===== src/rtl/cba_pkg.sv =====
// Shared definitions for the pipelined carry-bypass adder/subtractor.
// Latency: n/a (types, constants and elaboration helpers only).
// Backpressure: n/a.
package cba_pkg;

    // Operation select carried on the 'sub' input.
    typedef enum logic {
        MODE_ADD = 1'b0,
        MODE_SUB = 1'b1
    } cba_mode_e;

    // Number of pipeline stages, one per BLK-bit block.
    function automatic int cba_stages(input int width, input int blk);
        return width / blk;
    endfunction

    // Legal when the width splits evenly into at least two blocks.
    function automatic bit cba_params_ok(input int width, input int blk);
        return (blk > 0) && ((width % blk) == 0) && ((width / blk) >= 2);
    endfunction

endpackage


===== src/rtl/skip_block.sv =====
// One BLK-bit ripple block with a carry-skip mux on its carry-out.
// Latency: combinational.
// Backpressure: none (pure logic, no handshake).
module skip_block
    import cba_pkg::*;
#(
    parameter int BLK = 8
) (
    input  logic [BLK-1:0] a,
    input  logic [BLK-1:0] b,
    input  logic           cin,
    output logic [BLK-1:0] sum,
    output logic           cout,
    output logic           p_all,
    output logic           c_msb
);

    logic [BLK-1:0] w_p;
    logic [BLK-1:0] w_g;
    logic [BLK:0]   w_c;

    assign w_p = a ^ b;
    assign w_g = a & b;

    // Ripple carry through the block, LSB first.
    always_comb begin
        w_c[0] = cin;
        for (int i = 0; i < BLK; i++) begin
            w_c[i+1] = w_g[i] | (w_p[i] & w_c[i]);
        end
    end

    assign sum   = w_p ^ w_c[BLK-1:0];
    assign p_all = &w_p;
    // When every bit propagates, the block carry-out is the carry-in itself.
    assign cout  = p_all ? cin : w_c[BLK];
    assign c_msb = w_c[BLK-1];

endmodule


===== src/rtl/carry_bypass_pipe.sv =====
// Pipelined carry-bypass add/sub, one BLK-bit block per stage, elastic valid/ready.
// Latency: WIDTH/BLK cycles from acceptance to out_valid; 1 result/cycle sustained.
// Backpressure: ready chains combinationally from out_ready; bubbles collapse, in_ready low when full or in reset.
module carry_bypass_pipe
    import cba_pkg::*;
#(
    parameter int WIDTH = 32,
    parameter int BLK   = 8
) (
    input  logic                 clk,
    input  logic                 rst,
    input  logic                 in_valid,
    output logic                 in_ready,
    input  logic [WIDTH-1:0]     a,
    input  logic [WIDTH-1:0]     b,
    input  logic                 sub,
    input  logic                 cin,
    output logic                 out_valid,
    input  logic                 out_ready,
    output logic [WIDTH-1:0]     sum,
    output logic                 cout,
    output logic                 overflow,
    output logic [WIDTH/BLK-1:0] bypass_mask
);

    localparam int S = cba_stages(WIDTH, BLK);

    if (!cba_params_ok(WIDTH, BLK)) begin : g_param_check
        $error("carry_bypass_pipe: WIDTH must be a multiple of BLK with at least two blocks");
    end

    logic [S-1:0]     w_v;
    logic [S-1:0]     w_ready;
    cba_mode_e        w_mode;
    logic [WIDTH-1:0] w_b_eff;
    logic             w_c0;

    // Operand b is inverted once at entry so later stages never see 'sub'.
    assign w_mode  = cba_mode_e'(sub);
    assign w_b_eff = (w_mode == MODE_SUB) ? ~b : b;
    assign w_c0    = cin ^ (w_mode == MODE_SUB);

    // A stage may load if it is empty or anything downstream can move.
    always_comb begin
        logic w_chain;
        w_chain = out_ready;
        for (int k = S - 1; k >= 0; k--) begin
            w_chain    = w_chain | ~w_v[k];
            w_ready[k] = w_chain;
        end
    end

    assign in_ready = w_ready[0] & ~rst;

    for (genvar k = 0; k < S; k++) begin : g_stage
        localparam int IN_W = WIDTH - k * BLK;  // operand bits not yet consumed
        localparam int LO_W = k * BLK;          // result bits already produced

        logic [IN_W-1:0]       w_a_in;
        logic [IN_W-1:0]       w_b_in;
        logic                  w_c_in;
        logic                  w_v_in;
        logic [BLK-1:0]        w_blk_sum;
        logic                  w_blk_cout;
        logic                  w_blk_p;
        logic                  w_cmsb;
        logic [LO_W+BLK-1:0]   w_sum_nx;
        logic [k:0]            w_mask_nx;

        logic                  r_v;
        logic                  r_c;
        logic [LO_W+BLK-1:0]   r_sum;
        logic [k:0]            r_mask;

        if (k == 0) begin : g_entry
            assign w_a_in    = a;
            assign w_b_in    = w_b_eff;
            assign w_c_in    = w_c0;
            assign w_v_in    = in_valid;
            assign w_sum_nx  = w_blk_sum;
            assign w_mask_nx = w_blk_p;
        end else begin : g_chain
            assign w_a_in    = g_stage[k-1].g_fwd.r_a;
            assign w_b_in    = g_stage[k-1].g_fwd.r_b;
            assign w_c_in    = g_stage[k-1].r_c;
            assign w_v_in    = g_stage[k-1].r_v;
            assign w_sum_nx  = {w_blk_sum, g_stage[k-1].r_sum};
            assign w_mask_nx = {w_blk_p, g_stage[k-1].r_mask};
        end

        skip_block #(
            .BLK (BLK)
        ) u_blk (
            .a     (w_a_in[BLK-1:0]),
            .b     (w_b_in[BLK-1:0]),
            .cin   (w_c_in),
            .sum   (w_blk_sum),
            .cout  (w_blk_cout),
            .p_all (w_blk_p),
            .c_msb (w_cmsb)
        );

        // Stage register: valid, block carry-out, accumulated sum and bypass mask.
        always_ff @(posedge clk or posedge rst) begin
            if (rst) begin
                r_v    <= 1'b0;
                r_c    <= 1'b0;
                r_sum  <= '0;
                r_mask <= '0;
            end else if (w_ready[k]) begin
                r_v    <= w_v_in;
                r_c    <= w_blk_cout;
                r_sum  <= w_sum_nx;
                r_mask <= w_mask_nx;
            end
        end

        assign w_v[k] = r_v;

        if (k < S - 1) begin : g_fwd
            localparam int HW = WIDTH - (k + 1) * BLK;
            logic [HW-1:0] r_a;
            logic [HW-1:0] r_b;
            // Carry-into-MSB only matters for the top block.
            logic          w_cmsb_unused;
            assign w_cmsb_unused = w_cmsb;

            // Forward the operand bits that later stages still need.
            always_ff @(posedge clk or posedge rst) begin
                if (rst) begin
                    r_a <= '0;
                    r_b <= '0;
                end else if (w_ready[k]) begin
                    r_a <= w_a_in[IN_W-1:BLK];
                    r_b <= w_b_in[IN_W-1:BLK];
                end
            end
        end else begin : g_last
            logic r_ovf;
            // Signed overflow: carry into the MSB differs from carry out of it.
            always_ff @(posedge clk or posedge rst) begin
                if (rst) begin
                    r_ovf <= 1'b0;
                end else if (w_ready[k]) begin
                    r_ovf <= w_cmsb ^ w_blk_cout;
                end
            end
        end
    end

    assign out_valid   = w_v[S-1];
    assign sum         = g_stage[S-1].r_sum;
    assign cout        = g_stage[S-1].r_c;
    assign overflow    = g_stage[S-1].g_last.r_ovf;
    assign bypass_mask = g_stage[S-1].r_mask;

endmodule


===== config.mk =====
export PLATFORM = sky130hd
export DESIGN_NAME = carry_bypass_pipe
export DESIGN_NICKNAME = d
export VERILOG_FILES = /design/src/rtl/cba_pkg.sv /design/src/rtl/skip_block.sv /design/src/rtl/carry_bypass_pipe.sv
export SDC_FILE = /design/constraint.sdc
export NUM_CORES = 1
export LEC_CHECK = 0
export BUFFER_PORTS_ARGS = -buffer_cell sky130_fd_sc_hd__buf_2
export CAP_MARGIN = 10
export CORE_UTILIZATION = 56
export CTS_CLUSTER_SIZE = 30
export DETAILED_ROUTE_END_ITERATION = 10
export PLACE_DENSITY = 0.77
export SETUP_SLACK_MARGIN = 0.3
export SYNTH_ARGS = -nofsm -noshare
export SYNTH_HDL_FRONTEND = slang
export SYNTH_SLANG_ARGS = --single-unit
export TNS_END_PERCENT = 1

===== constraint.sdc =====
create_clock -name clk -period 10.29 [get_ports clk]
set_input_delay 0.5145 -clock clk [delete_from_list [all_inputs] [get_ports clk]]
set_output_delay 0.5145 -clock clk [all_outputs]
set_load 0.05 [all_outputs]

# == After elaboration in Yosys (flattened, before gate mapping) ==
# Index checks and enable logic that the tools add are counted.
# word_totals
ff_bits,195
out_inout_bits,40
wordCells,121
# op_classes
muxes,5
bitwise_logic,89
n_reduce_logical,4
# op_table
cell,n
XOR 8 bit,8
bitwise OR 1 bit,36
bitwise AND 1 bit,33
bitwise AND 8 bit,4
two-way mux 32 bit,1
NOT 32 bit,1
AND reduction 8 bit,4
NOT 1 bit,5
two-way mux 1 bit,4
XOR 1 bit,2

# == Longest topological paths before layout ==
# logic_depth
ltp_word,20
depth_mapped,15
mapped_depth_nobuf,14

# == Modules after synthesis ==
# A second synthesis with hierarchy kept.
# hier_totals
hier_cells,714
hier_area_um2,8986.1
# by_module_without_submodules
mod,n_inst,cells_each,area_each_um2
carry_bypass_pipe,1,594,7674.9
skip_block,4,30,327.8

# == Worst setup path after synthesis ==
# No wires, ideal clock.
# synth_timing
path_type,input-to-reg
start,input port sub
end,register g_stage[0].r_sum[7]
setup_time_ps,125
arrival_time_ps,4778
required_time_ps,10165
slack_ps,5387
cell_stages,14
path_buffers,2
cell_sequence,buf_2 -> buf_2 -> xor2_1 -> inv_1 -> fa_1 -> fa_1 -> fa_1 -> fa_1 -> fa_1 -> fa_1 -> fa_1 -> inv_1 -> fa_1 -> mux2_4
# synth_between
elab_chain_cells,17
elab_cells_between_ends,19
cone_classes,mux (1); bitwise (18)
# synth_rtl
element,line_no,text
"start, declared",carry_bypass_pipe.sv:16,"input logic sub,"
two-way mux 32 bit,carry_bypass_pipe.sv:40,assign w_b_eff = (w_mode == MODE_SUB) ? ~b : b;
XOR 8 bit,skip_block.sv:22,assign w_p = a ^ b;
bitwise AND 1 bit,skip_block.sv:29,w_c[i+1] = w_g[i] | (w_p[i] & w_c[i]);
bitwise OR 1 bit,skip_block.sv:29,
bitwise AND 1 bit,skip_block.sv:29,
bitwise OR 1 bit,skip_block.sv:29,
bitwise AND 1 bit,skip_block.sv:29,
bitwise OR 1 bit,skip_block.sv:29,
[2 not listed],n/a,
bitwise AND 1 bit,skip_block.sv:29,
bitwise OR 1 bit,skip_block.sv:29,
bitwise AND 1 bit,skip_block.sv:29,
bitwise OR 1 bit,skip_block.sv:29,
bitwise AND 1 bit,skip_block.sv:29,
bitwise OR 1 bit,skip_block.sv:29,
XOR 8 bit *,skip_block.sv:33,assign sum = w_p ^ w_c[BLK-1:0];
named net g_stage[0].u_blk.sum[7],skip_block.sv:12,"output logic [BLK-1:0] sum,"
"end signal, assigned",carry_bypass_pipe.sv:113,r_sum <= w_sum_nx;
"end, declared",carry_bypass_pipe.sv:72,logic [LO_W+BLK-1:0] r_sum;
# Mark *: on every way through the listed nets, which the timed path passes. The rest lies on a longest branch.
# A chain may end at the register's enable or synchronous reset.

# == Worst setup path in the final report ==
# Ends and elaborated chain as after synthesis.

==> results by group <==
Timing
  • Worst Skew: 0.009440 ns
  • Final hold vios: 0
  • Unrepaired setup endpoints after global routing: no
  • Total Neg Setup Slack: 0 ns
  • Tcrit/Tclk final: 0.4574
  • Slew headroom: 0.3210
  • Fmax: 0.2125 GHz
  • Period minus WS final: 4.707 ns
  • Worst slew pin tran: 1.019 ns
  • Final setup violation count: 0
  • Worst hold slack: 0.2012 ns
  • Fin. max-slew vios: 0

Layout
  • Multi-input gate area: 3734 sq um
  • # fillers: 1176
  • Most frequent cells in the layout: 195 x dfrtp_1, 139 x nand2_1, 109 x buf_2, 81 x mux2_2, 36 x inv_1
  • Nets: 962
  • Fin area: 10160 sq um
  • Syn-to-layout area delta: 13.53%
  • Inserted Diodes: 0
  • Reg area: 4880 sq um
  • Layout cells sized above 1: 0.2940
  • Commonest non-fill, non-tap cell in the layout: dfrtp_1

Worst setup path
  • Most frequent CP cell: fa_1
  • Crit path cell chain: buf_2 > buf_4 > xor2_1 > inv_1 > fa_1 > fa_1 > fa_1 > fa_1 > fa_1 > fa_1 > fa_1 > inv_1 > fa_1 > mux2_4
  • Required @ worst endpoint: 10.60 ns
  • CP bufs+invs: 4
  • Startpoint Class: input port
  • CP Depth: 14
  • R2R depth: 14
  • Slowest CP cell: fa_1
  • Crit end category: register
  • Crit Path Class: input port to register
  • Worst path max stage delay: 0.44 ns
  • CP top delay family: adder cells
  • CP arrival: 5.02 ns
  • CP Max Fanout: 33

Routing
  • Final ANT Viol Nets: 0
  • Vias: 5561
  • # DRC: 0
  • Drt first-iter violations: 336
  • DRT Pass-1 Iters: 5
  • DR WL/cell: 16.59 microns
  • Vias per cell: 5.291
  • Routed wire length: 17440 microns

Global routing
  • Largest net degree at the start of global routing: 112
  • Initial antenna violation count: 0
  • Vias in the first global route: 5500
  • Total gr overflow: 0
  • Gr usage total: 0.2287
  • First-pass GRT wire length: 28790 microns

Clocking
  • Clock-pin slew on the worst setup and hold paths: 0.07 ns
  • H-tree Lvls: 4
  • Total CTS buffers: 17
  • # Post-CTS Setup Buffers: 0
  • Resized Gates After CTS: 0
  • Root Buffer: clkbuf_16
  • CTS Hold Bufs: 0
  • Clock Latency Late Sink: 0.43 ns
  • Clock Tree Buf Depth: 2
  • TritonCTS clock tree: done
  • Clock sink total: 195

Power and ir drop
  • P_leak: 4.848 nW
  • Power density cells: 254.3 nW/um^2
  • Max VDD drop: 0.1376 mV

Floorplanning
  • I/O pin cnt: 110
  • Die width: 128.4 microns
  • Die area: 16500 sq um
  • Initial core utilization: 0.5804
  • Die boundary height: 128.4 microns
  • Placeable Area: 15430 sq um
  • FP Rows: 45

Logic synthesis
  • Synth Register Bits: 195
  • Syn_nets: 866
  • Main synth FF type: dfrtp_1
  • Synth warn: 0
  • Avg Cell Area, Syn: 12.23 sq um
  • Mapped Area: 8954 sq um
  • Post-synth ARST share: 1.000
  • Unique masters post-synth: 41
  • Sequential share of the synthesized area: 0.5450
  • Post-synth EDFFs: 0
  • Syn Inst Count: 732

Run status
  • Run status: completed

Placement
  • Port Buffers: 109
  • Area after DPL: 9614 sq um
  • Routability cong.: 0.8197
  • Hpwl dp: 12160 microns

Run
  • Max-cap violations: 0

Min path
  • Hold crit path type: input port to async pin
==> synth_stat cells, types with 2 or more instances <==
library cell | number | area, sq um
dfrtp_1 | 195 | 4880
nand2_1 | 139 | 521.8
mux2_2 | 81 | 912.1
inv_1 | 37 | 138.9
o21ai_0 | 33 | 165.2
fa_1 | 32 | 640.6
ha_1 | 32 | 400.4
nand3_1 | 26 | 130.1
xnor2_1 | 25 | 219.0
buf_2 | 22 | 110.1
mux2_4 | 15 | 225.2
a21oi_1 | 13 | 65.06
nor2_1 | 12 | 45.04
clkbuf_1 | 11 | 41.29
nand4_1 | 8 | 50.05
xor2_1 | 8 | 70.07
nor3b_1 | 7 | 52.55
nand2b_1 | 5 | 31.28
buf_6 | 3 | 33.78
o31ai_1 | 3 | 22.52
a31o_2 | 2 | 17.52
and2_1 | 2 | 12.51
and4_1 | 2 | 17.52
nor2b_1 | 2 | 12.51
==> where the power goes <==
part | total, W | switching [W] | internal, W
clock network | 0.000624 | 0.000284 | 0.000340
logic | 0.000820 | 0.000516 | 0.000304
registers | 0.00114 | 0.000153 | 0.000987
==> per-stage QoR <==
step / worst slack [ns] / utilization / total power [W] / std cells
after floorplan: 4.463 / - / 0.001726 / 732
after global placement: 5.197 / 0.6232 / 0.001925 / 1020
after detailed placement: 5.116 / 0.6232 / 0.001971 / 1020
after CTS: 5.567 / 0.6589 / 0.002602 / 1051
after global routing: 5.373 / 0.6589 / 0.002726 / 1051
final: 5.583 / 0.6589 / 0.002585 / 1051
==> area by class of cell <==
class | count | share of cell area
repair buffers | 115 | 0.05810
clock inverters | 11 | 0.01022
flip-flops and latches | 195 | 0.4801
well taps | 211 | 0.02597
inverters | 37 | 0.01440
clock buffers | 20 | 0.04394
multi-input cells | 462 | 0.3673
==> registers in the layout, summed over array words and instances, names as in the netlist <==
name and flops:
g_stage.g_fwd.r_a 48, g_stage.g_fwd.r_b 48, g_stage.r_sum 48, sum 32, g_stage.r_mask 6, bypass_mask 4, g_stage.r_c 3, g_stage.r_v 3
cout 1, out_valid 1, overflow 1
==> routing by layer <==
metal  share of wire  GRT usage  routed length, microns  vias to the layer above
met2            0.46     0.3323                    7944                      153
met3           0.052    0.04948                     906                       18
met4           0.012    0.07336                     218                        0
li1                -          -                       -                     2588
met1            0.48     0.3456                    8372                     2802
met5               0          0                       0                        -
==> worst paths after layout <==
check	end	slack (ns)	from
max	g_stage[0].r_sum[7]	5.58	sub
min	g_stage[0].g_fwd.r_b[0]	0.20	rst
max reg2reg	overflow	6.28	g_stage[2].r_c
min reg2reg	g_stage[1].g_fwd.r_a[12]	0.46	g_stage[1].g_fwd.r_a[12]
max in group asynchronous	sum[21]	8.52	rst
min in group clk	g_stage[0].r_v	0.28	in_valid
==> cells by family (layout without fill, tap and decap cells) <==
group,count (synthesis),after routing,share of synthesized area
simple gates,211,211,0.1045
xor+xnor,33,33,0.03228
flops,195,195,0.5450
mux,96,96,0.1270
buf+inv,75,183,0.03843
compound gates,58,58,0.03647
fa+ha+maj,64,64,0.1163
No activity file was read; power rests on OpenSTA's default activity.
